$ cat src/rtl/keypad_scan_debounce.sv
// 4x4 matrix keypad scanner: drives columns one at a time, samples active-low rows,
// debounces whole-keypad frame results and emits a stable key code plus press/release pulses.
module keypad_scan_debounce #(
  parameter int unsigned SCAN_DIV   = 4096,
  parameter int unsigned DEB_FRAMES = 8
) (
  input  logic       clk,
  input  logic       rst,
  input  logic [3:0] row,
  output logic [3:0] col,
  output logic [4:0] key_code,
  output logic       key_press,
  output logic       key_release,
  output logic       key_multi
);

  localparam int unsigned PW = (SCAN_DIV > 1) ? $clog2(SCAN_DIV) : 1;
  localparam int unsigned DW = $clog2(DEB_FRAMES + 1);
  localparam logic [PW-1:0] PRESC_LAST = PW'(SCAN_DIV - 1);
  localparam logic [DW-1:0] DEB_MAX    = DW'(DEB_FRAMES);
  localparam logic [4:0]    CODE_MULTI = 5'd31;

  logic [3:0]    row_meta;
  logic [3:0]    row_sync;
  logic [PW-1:0] presc;
  logic [1:0]    col_idx;
  logic [1:0]    acc_hits;
  logic [4:0]    acc_code;
  logic [4:0]    cand;
  logic [DW-1:0] deb_cnt;

  logic          sample;
  logic          frame_end;
  logic [1:0]    hits;
  logic [4:0]    code;
  logic [4:0]    result;
  logic [4:0]    cand_n;
  logic [DW-1:0] deb_cnt_n;
  logic          commit;
  logic [1:0]    col_idx_n;

  // Merge the current column sample into the frame accumulator; hits saturates at 2 (= many).
  always_comb begin
    sample    = (presc == PRESC_LAST);
    frame_end = sample && (col_idx == 2'd3);
    col_idx_n = col_idx + 2'd1;
    hits      = acc_hits;
    code      = acc_code;
    for (int r = 0; r < 4; r++) begin
      if (!row_sync[r]) begin
        if (hits == 2'd0) code = 5'({2'(r), col_idx}) + 5'd1;
        if (hits != 2'd2) hits = hits + 2'd1;
      end
    end
    case (hits)
      2'd0:    result = 5'd0;
      2'd1:    result = code;
      default: result = CODE_MULTI;
    endcase
  end

  // Debounce bookkeeping and commit decision, all taken at the frame-end sample.
  always_comb begin
    cand_n    = cand;
    deb_cnt_n = deb_cnt;
    if (frame_end) begin
      if (result == cand) begin
        if (deb_cnt != DEB_MAX) deb_cnt_n = deb_cnt + DW'(1);
      end else begin
        cand_n    = result;
        deb_cnt_n = DW'(1);
      end
    end
    commit = frame_end && (deb_cnt_n == DEB_MAX) && (cand_n != CODE_MULTI) && (cand_n != key_code);
  end

  always_ff @(posedge clk or posedge rst) begin
    if (rst) begin
      row_meta    <= 4'hF;
      row_sync    <= 4'hF;
      presc       <= '0;
      col_idx     <= 2'd0;
      col         <= 4'b1110;
      acc_hits    <= 2'd0;
      acc_code    <= 5'd0;
      cand        <= 5'd0;
      deb_cnt     <= '0;
      key_code    <= 5'd0;
      key_press   <= 1'b0;
      key_release <= 1'b0;
      key_multi   <= 1'b0;
    end else begin
      row_meta    <= row;
      row_sync    <= row_meta;
      key_press   <= 1'b0;
      key_release <= 1'b0;
      cand        <= cand_n;
      deb_cnt     <= deb_cnt_n;
      if (sample) begin
        presc   <= '0;
        col_idx <= col_idx_n;
        col     <= ~(4'b0001 << col_idx_n);
        if (frame_end) begin
          acc_hits  <= 2'd0;
          acc_code  <= 5'd0;
          key_multi <= (result == CODE_MULTI);
        end else begin
          acc_hits <= hits;
          acc_code <= code;
        end
      end else begin
        presc <= presc + PW'(1);
      end
      if (commit) begin
        key_code    <= cand_n;
        key_press   <= (cand_n != 5'd0);
        key_release <= (cand_n == 5'd0);
      end
    end
  end

endmodule
$ cat config.mk
export PLATFORM = sky130hd
export DESIGN_NAME = keypad_scan_debounce
export DESIGN_NICKNAME = d
export VERILOG_FILES = /design/src/rtl/keypad_scan_debounce.sv
export SDC_FILE = /design/constraint.sdc
export NUM_CORES = 1
export LEC_CHECK = 0
export ABC_AREA = 1
export ABC_CLOCK_PERIOD_IN_PS = 8600
export CAP_MARGIN = 20
export CORE_UTILIZATION = 35
export DETAILED_ROUTE_END_ITERATION = 8
export PLACE_DENSITY = 0.53
export SLEW_MARGIN = 15
export SYNTH_ARGS = -nofsm -noshare
export SYNTH_HDL_FRONTEND = slang
export SYNTH_SLANG_ARGS = --single-unit
export TNS_END_PERCENT = 20
$ cat constraint.sdc
create_clock -name clk -period 8.6 [get_ports clk]
set_input_delay 1.72 -clock clk [delete_from_list [all_inputs] [get_ports clk]]
set_output_delay 1.72 -clock clk [all_outputs]
set_load 0.05 [all_outputs]
-- After elaboration in Yosys (flattened, before gate mapping)
Index checks and enable logic that the tools add are counted.
- register bits: 50
- add/sub/neg operators: 11
- eq/ne operators: 13
- multiplexer cells: 27
- shift operators: 1
- bitwise gates (word level): 1
- reductions and logical operators: 12
- operators by type and width (kind ; number):
    $mux W5 ; 11
    $mux W2 ; 9
    $add A12 B1 Y12 const B ; 1
    $eq A12 B12 Y1 const B ; 1
    $mux W12 ; 1
    $mux W4 ; 3
    $add A2 B1 Y2 const B ; 5
    $add A4 B1 Y5 const B ; 2
    $logic_not A2 Y1 ; 5
    $pmux W5 S2 ; 1
    $ne A2 B2 Y1 const B ; 4
    $eq A5 B5 Y1 ; 1
    $eq A5 B5 Y1 const B ; 1
    $logic_not A5 Y1 ; 1
    $ne A5 B5 Y1 ; 1
    $ne A5 B5 Y1 const B ; 1
    $reduce_bool A5 Y1 ; 1
    $add A3 B1 Y4 const B ; 1
    $add A4 B1 Y4 const B ; 1
    $eq A4 B4 Y1 const B ; 1
    $logic_and A1 B1 Y1 ; 4
    $ne A4 B4 Y1 const B ; 1
    $not A4 Y4 ; 1
    $shl A1 B2 Y4 const A ; 1
    5 further kinds ; 6

-- Longest topological paths before layout
Gate-level depths: netlist (run 1).
- depth after elaboration: 22
- depth in mapped cells: 25

-- Worst setup path after synthesis (run 1)
OpenSTA, ideal clock, no wires.
- path kind: reg-to-reg
- from: register acc_hits[0]
- to: register key_code[2]
- stages on the path, launching flop included: 25
- arrival: 2.797 ns
- slack: 5.684 ns
- data required time: 8.480 ns
- path through: dfrtp_1 -> inv_1 -> ha_1 -> inv_1 -> nand2_1 -> nand2_2 -> nand3_2 -> nand2_1 -> nand2_2 -> xnor2_1 -> ha_1 -> nand2_1 -> nand2_2 -> inv_2 -> nand2_1 -> nand3b_1 -> nand2_1 -> nor2_2 -> nand2_1 -> nand2_1 -> nand2_1 -> nor2_2 -> nand4_4 -> nand2_1 -> nand2_1
- cells in the longest elaborated chain, start to end: 21
- ends and longest elaborated chain (item ; RTL line ; text):
    start: declaration ; 27 ; logic [1:0] acc_hits;
    start signal: assignment ; 108 ; acc_hits <= hits;
    $add A2 B1 Y2 or $ne A2 B2 Y1 (tied branches) ; 52 ; if (hits != 2'd2) hits = hits + 2'd1;
    $mux W2 ; 52 ;
    $mux W2 ; 50 ; if (!row_sync[r]) begin
    $add A2 B1 Y2 or $ne A2 B2 Y1 (tied branches) ; 52 ;
    $mux W2 ; 52 ;
    $mux W2 ; 50 ;
    $add A2 B1 Y2 or $ne A2 B2 Y1 (tied branches) ; 52 ;
    $mux W2 ; 52 ;
    [... 3 more ...] ; - ;
    $mux W2 ; 50 ;
    $eq A2 B1 Y1 or $logic_not A2 Y1 (tied branches) ; 55 ; case (hits)
    $pmux W5 S2 * ; 55 ;
    $eq A5 B5 Y1 ; 67 ; if (result == cand) begin
    $mux W4 ; 67 ;
    $mux W4 ; 66 ; if (frame_end) begin
    $eq A4 B4 Y1 ; 74 ; commit = frame_end && (deb_cnt_n == DEB_MAX) && (cand_n != CODE_MULTI) && (cand_n != key_code);
    $logic_and A1 B1 Y1 (3 in series) ; 74 ;
    end signal: assignment ; 115 ; key_code <= cand_n;
    end: declaration ; 11 ; output logic [4:0] key_code,
Mark *: on every way between the ends. The rest lies on a longest branch, timed or not.
A chain may end at the register's enable or synchronous reset.

-- Final worst setup path (run 1)
- from: register col[1]
- to: output port col[1]
- RTL lines (item ; RTL line ; text):
    start: declaration ; 10 ; output logic [3:0] col,
    start signal: assignment ; 102 ; col <= ~(4'b0001 << col_idx_n);
No word-level cell between the ends.

==> results.md, run 1 <==
- Routability cong.: between 0.8 and 0.9
- Clock Tree Buf Depth: 2
- Total die area: slightly below 0.009 mm²
- Power Density: between 100 and 150 mW/mm²
- Worst path max stage delay: roughly 0.79 ns
- Final min period: roughly 3.4 ns
- Core Rows: 32
- Syn_nets: 380
- Netlist cell types: 35
- TritonCTS clock tree: done
- # diodes: 0
- Non-filler instance count after layout: between 400 and 500
- Ports: 18
- Yosys warnings: 0
- Die Wd: about 93 µm
- Critical Path AT: 1.64 ns
- Vias: around 2300
- Fin Setup TNS: 0 ns
- Setup bufs post-CTS: 0
- CP cell instances: clkdlybuf4s50_1
- Synth area leaders: dfrtp_1 34%, nand2_1 13%, dfstp_2 9.9%, inv_1 6.1%, nand3_1 6.0%
- Relative slew slack: 0.585
- Period utilisation layout: 0.390
- Commonest cells post-synth: 104 x nand2_1, 47 x inv_1, 39 x dfrtp_1, 35 x nand3_1, 19 x nor2_1
- Final hold vios: 0
- WP buf/inv: 1
- WL/cell: ~12 µm
- H-tree Lvls: 2
- CP Max Fanout: 2
- Gr usage total: 0.151
- Antenna violations before repair: 0
- Layout Nets: between 400 and 500
- Crit end category: primary output
- Setup CP Type: reg2out
- Critical-path top delay cell: clkdlybuf4s50_1
- Post-Synthesis Cells: 364
- Cell count after placement: 482
- Metal3 WL: 134 µm
- CP top delay family: buffers and inverters
- Synth Register Bits: 50
- Max Fclk: between 200 and 300 MHz
- Pins Over Slew Limit: 0
- Largest net degree at the start of global routing: 51
- Asr flop ratio synth: 1.00
- Clk_lat worst skew: about 0.31 ns
- Vias in the first global route: ~2300
- Post-synth EDFFs: 0
- Max Used Layer: met4
- Max_cap viols: 0
- Core Box Area: 0.00789 mm²
- Pre-CTS setup slack: approximately 5.3 ns
- I/O Buffers: 17
- # DRC: 0
- Startpoint types: flip-flop
- # setup viols final: 0
- Final setup margin: 5.24 ns
- Main synth FF type: dfrtp_1
- CTS sink cnt: 50
- Layout cell share with drive strength beyond 1: 0.178
- Router iterations before antenna repair: 5
- Worst Skew: ~0.012 ns
- Dominant cell by count in the synthesized netlist: nand2_1
- CTS clk-pin slew, worst paths: about 0.090 ns
- Via density: 4.70
- Met2 wire length: 2.64 mm
- Synth Area per Inst: between 7 and 8 µm²
- Antenna-violating nets left: 0
- First-pass GRT wire length: 10.4 mm
- Initial DRC count: roughly 110
- Area grow syn2layout: 13.2%
- Drt total wl: roughly 5.7 mm
- Met1 wire length: between 2 and 3 mm
- Grt ovf: 0
- Hold_buf cts: 0
- CTS Buf Count: 5
- HP Class: reg2reg
- CTS root buffer: clkbuf_8
- Post-synth top area share: 0.335
- Leading area contributor after synthesis: dfrtp_1
- Post-CTS sizing: 0
- Sequential fraction of the synthesis area: 0.434
- Worst IR Drop VDD: about 0.058 mV
- DP Wirelength: 4.27 mm
- Synthesized cell area: 0.00291 mm²
- CP required: approximately 6.9 ns
- Leak: approximately 1.6 nW
- Unrepaired setup endpoints after global routing: no
- Status: finished clean
- Worst-margin pin slew: a little over 0.6 ns
- Initial core utilization: 0.369
- Die span in y: between 90 and 100 µm
==> per-layer routing <==
| metal | global-route usage | vias up |
|---|---|---|
| li1 | - | 1198 |
| met1 | 0.202 | 1070 |
| met2 | 0.243 | 26 |
| met3 | 0.0252 | 7 |
| met4 | 0.0564 | 0 |
| met5 | 0 | - |
==> sequential cells by signal, indices dropped and copies added, names as in the netlist <==
name	flops
cand	5
key_multi	1
row_sync	4
presc	12
col_idx	2
key_code	5
key_press	1
row_meta	4
acc_code	5
acc_hits	2
col	4
deb_cnt	4
key_release	1
==> path summary, 6_finish.rpt <==
path	startpoint	endpoint	slack (ns)	cells after the start
max in group asynchronous	rst	deb_cnt[2]	6.29	3
setup reg to reg	acc_hits[0]	key_code[4]	5.31	24
hold / removal	row_meta[0]	row_sync[0]	0.36	0
min in group asynchronous	rst	presc[10]	1.88	3
hold reg to reg	row_meta[0]	row_sync[0]	0.36	0
setup / recovery	col[1]	col[1]	5.24	1
==> area by class of cell <==
type / count / area, µm²
clock buffers: 6 / 82.6
clock inverters: 2 / 12.5
fillers: 800 / 4590
inverters: 58 / 218
multi-input cells: 254 / 1410
flip-flops and latches: 50 / 1260
well taps: 102 / 128
repair buffers: 18 / 178
==> cells in the final DEF (no fill, tap or decap), types with 5 or more instances in the layout <==
master           synthesis  layout
xor2_1                  10      10
clkdlybuf4s50_1          0      17
dfrtp_1                 39      39
nand2_1                104     104
nor2_2                  10      10
dfstp_2                 11      11
nor2_1                  19      19
inv_2                   10      11
o21ai_0                 10      10
clkbuf_8                 0       6
inv_1                   47      46
nand3_1                 35      35
ha_1                    10      10
a21oi_1                  5       5
nand2_2                 10      10
nand4_1                 11      11
==> power breakdown <==
group          switching, W  leakage (nW)  total [W]  internal [W]
logic             0.0000363         0.939  0.0000530     0.0000167
clock network     0.0000786        0.0472   0.000143     0.0000648
registers        0.00000148         0.646   0.000240      0.000238
==> stage by stage <==
step / utilization / hold WS, ns / area, µm² / power (W)
detailed placement: 0.406 / 0.347 / 3200 / 0.000298
CTS: 0.418 / 0.361 / 3300 / 0.000445
finish: 0.418 / 0.359 / 3300 / 0.000436
floorplan: - / 0.345 / 2910 / 0.000285
global placement: 0.406 / 0.347 / 3200 / 0.000298
global route: 0.418 / 0.364 / 3300 / 0.000462
==> kinds of logic after synthesis <==
logic type,synth area share
compound gates,0.0584
flops,0.434
buf+inv,0.0799
mux,0.00344
simple gates,0.342
fa+ha+maj,0.0430
xor+xnor,0.0391
(Power assumes the default switching activity.)
==> run 2: changes to the inputs <==
Settings changed: ABC_CLOCK_PERIOD_IN_PS 8600 to 2700, PLACE_DENSITY 0.53 to 0.55.
Clock period 8.6 ns to 2.7 ns, I/O delays scaled along.
==> results.md, run 2 (synthesis results as in run 1) <==
- Drt total wl: 6.42 mm (was 5.72 mm)
- Largest net degree at the start of global routing: 51 (unchanged)
- CP cell instances: inv_2, ha_4, inv_2, nand2_2, nand2_4, nand3_4, nand2_4, nand2_4, xnor2_2, ha_4, o21ai_4, inv_2, nand3_2, nand3_1, nand2_1, nand2_1, nor2_4, nand2_2, nand2_2, nand2_2, nor2_4, nand4_4, nand2_1, nand2_1 (was clkdlybuf4s50_1)
- Status: finished with violations (was finished clean)
- Fin Setup TNS: -2.09 ns (was 0 ns)
- Total power: 0.00149 W (was 0.000436 W)
- DP Area: 0.00355 mm² (was 0.00320 mm²)
- Startpoint types: flip-flop (unchanged)
- Power Density: 385 mW/mm² (was 132 mW/mm²)
- Final hold vios: 0 (unchanged)
- Final setup margin: -0.321 ns (was 5.24 ns)
- First-pass GRT wire length: 11.6 mm (was 10.4 mm)
- Largest register by flop count: presc (unchanged)
- CP top delay family: simple AND/OR/NAND/NOR gates (was buffers and inverters)
- Critical-path top delay cell: dfrtp_1 (was clkdlybuf4s50_1)
- Layout Nets: 454 (was 403)
- # diodes: 0 (unchanged)
- Pins Over Slew Limit: 0 (unchanged)
- Worst Skew: 0.00888 ns (was 0.0117 ns)
- Layout cell share with drive strength beyond 1: 0.344 (was 0.178)
- Worst-margin pin slew: 0.637 ns (was 0.623 ns)
- Worst IR Drop VDD: 0.208 mV (was 0.0576 mV)
- Setup CP Type: reg2reg (was reg2out)
- TritonCTS clock tree: done (unchanged)
- CTS Buf Count: 5 (unchanged)
- Antenna-violating nets left: 0 (unchanged)
- CTS sink cnt: 50 (unchanged)
- Layout fillers: 762 (was 800)
- Routability cong.: 0.801 (was 0.816)
- Via density: 4.63 (was 4.70)
- Failing checks: negative setup slack
- # DRC: 0 (unchanged)
- Period utilisation layout: 1.12
- # setup viols final: 7 (was 0)
- Clock Tree Buf Depth: 2 (unchanged)
- Core Box Area: 0.00789 mm² (unchanged)
- Ports: 18 (unchanged)
- CP required: 2.91 ns (was 6.88 ns)
- DP Wirelength: 4.60 mm (was 4.27 mm)
- Clk_lat worst skew: 0.30 ns (was 0.31 ns)
- CTS clk-pin slew, worst paths: 0.10 ns (was 0.09 ns)
- Core Rows: 32 (unchanged)
- Max Fclk: approximately 330 MHz
- Unrepaired setup endpoints after global routing: yes (was no)
- Die Wd: 93.2 µm (unchanged)
- Max_cap viols: 0 (unchanged)
- CP Max Fanout: 7 (was 2)
- I/O Buffers: 17 (unchanged)
- WL/cell: 11.9 µm (was 11.7 µm)
- HP Class: reg2reg (unchanged)
- Max reg flops: 12 (unchanged)
- Register-to-Register Setup Slack: -0.32 ns (was 5.31 ns)
- Core Util, Final: 0.491 (was 0.418)
- Grt ovf: 0 (unchanged)
- Reg-to-Reg Start: acc_hits[0] (unchanged)
- Leak: 1.92 nW (was 1.63 nW)
- FF+latch area: 0.00126 mm² (unchanged)
- CTS root buffer: clkbuf_8 (unchanged)
- Total die area: 0.00869 mm² (unchanged)
- Multi-input logic area: 0.00161 mm² (was 0.00141 mm²)
- Crit end category: flip-flop (was primary output)
- Worst Hold Slack: 0.360 ns (was 0.359 ns)
- Final min period: 3.02 ns
- Die span in y: 93.2 µm (unchanged)
- Router iterations before antenna repair: 4 (was 5)
- Vias: 2506 (was 2301)
- Relative slew slack: 0.575 (was 0.585)
- Crit path from: acc_hits[0] (was col[1])
- WP buf/inv: 3 (was 1)
- Initial core utilization: 0.369 (unchanged)
- Critical Path AT: 3.23 ns (was 1.64 ns)
- Design Area, Final: 0.00387 mm² (was 0.00330 mm²)
- Antenna violations before repair: 0 (unchanged)
- Area grow syn2layout: 33.1% (was 13.2%)
- Vias in the first global route: 2591 (was 2279)
- Gr usage total: 0.168 (was 0.151)
- H-tree Lvls: 2 (unchanged)
- Hold_buf cts: 0 (unchanged)
- Most frequent cells in the layout: 88 x nand2_1, 50 x buf_4, 43 x inv_1 (was 104 x nand2_1, 46 x inv_1, 39 x dfrtp_1)
- Most common cell after layout, fill and taps aside: nand2_1 (unchanged)
- WP depth: 24 (was 1)
- RR Endpoint: key_code[0] (was key_code[4])
- Worst path max stage delay: 0.40 ns (was 0.79 ns)
- CP endpoint: key_code[0] (was col[1])
- Initial DRC count: 103 (was 106)
- R2R depth: 24 (unchanged)
[run 2: changes by cell type in the layout (fill, tap and decap cells not counted), sizes merged]
cell / delta
clkinv: +1
buf: +50
[run 2: metal layers]
metal,GRT usage,vias up,share of wire
met5,0,-,0
met4,0.0551,0,0.012
met1,0.224,1177,0.48
met2,0.279,26,0.49
met3,0.0260,7,0.019
li1,-,1296,-
[run 2: power by group]
group	switching, W	internal (W)	leakage (nW)	total (W)
Clock	0.000254	0.000184	0.0452	0.000437
Combinational	0.000163	0.000126	1.23	0.000289
Sequential	0.00000480	0.000760	0.646	0.000764
[run 2: timing repair]
item,CTS,global route
endpoints found under the hold margin,0,0
gates cloned,1,0
gates resized for setup,13,27
pin swaps,19,25
setup endpoints to repair,11,12
setup buffers,5,4
[run 2: worst min-delay path by stage]
| stage | from | cells past startpoint | end |
|---|---|---|---|
| 6_report | row_meta[1] | 0 | row_sync[1] |
| 3_5_place_dp | row_meta[2] | 0 | row_sync[2] |
| 5_1_grt | row_meta[3] | 0 | row_sync[3] |
| 3_3_place_gp | row_meta[0] | 0 | row_sync[0] |
| 4_1_cts | row_meta[1] | 0 | row_sync[1] |
| 2_1_floorplan | row_meta[0] | 0 | row_sync[0] |
[run 2: layout make-up]
class | instances | share of cell area
multi-input combinational | 254 | 0.416
sequential | 50 | 0.326
timing repair buffer | 68 | 0.144
inverter | 58 | 0.0568
tap | 102 | 0.0329
clock buffer | 6 | 0.0187
clock inverter | 2 | 0.00355
timing repair inverter | 1 | 0.00194
[run 2: metrics by stage]
step                worst slack (ns)  cells
finish                        -0.321    541
global placement              -0.367    523
floorplan                     -0.145    364
global route                  -0.583    541
CTS                           -0.346    537
detailed placement            -0.445    523
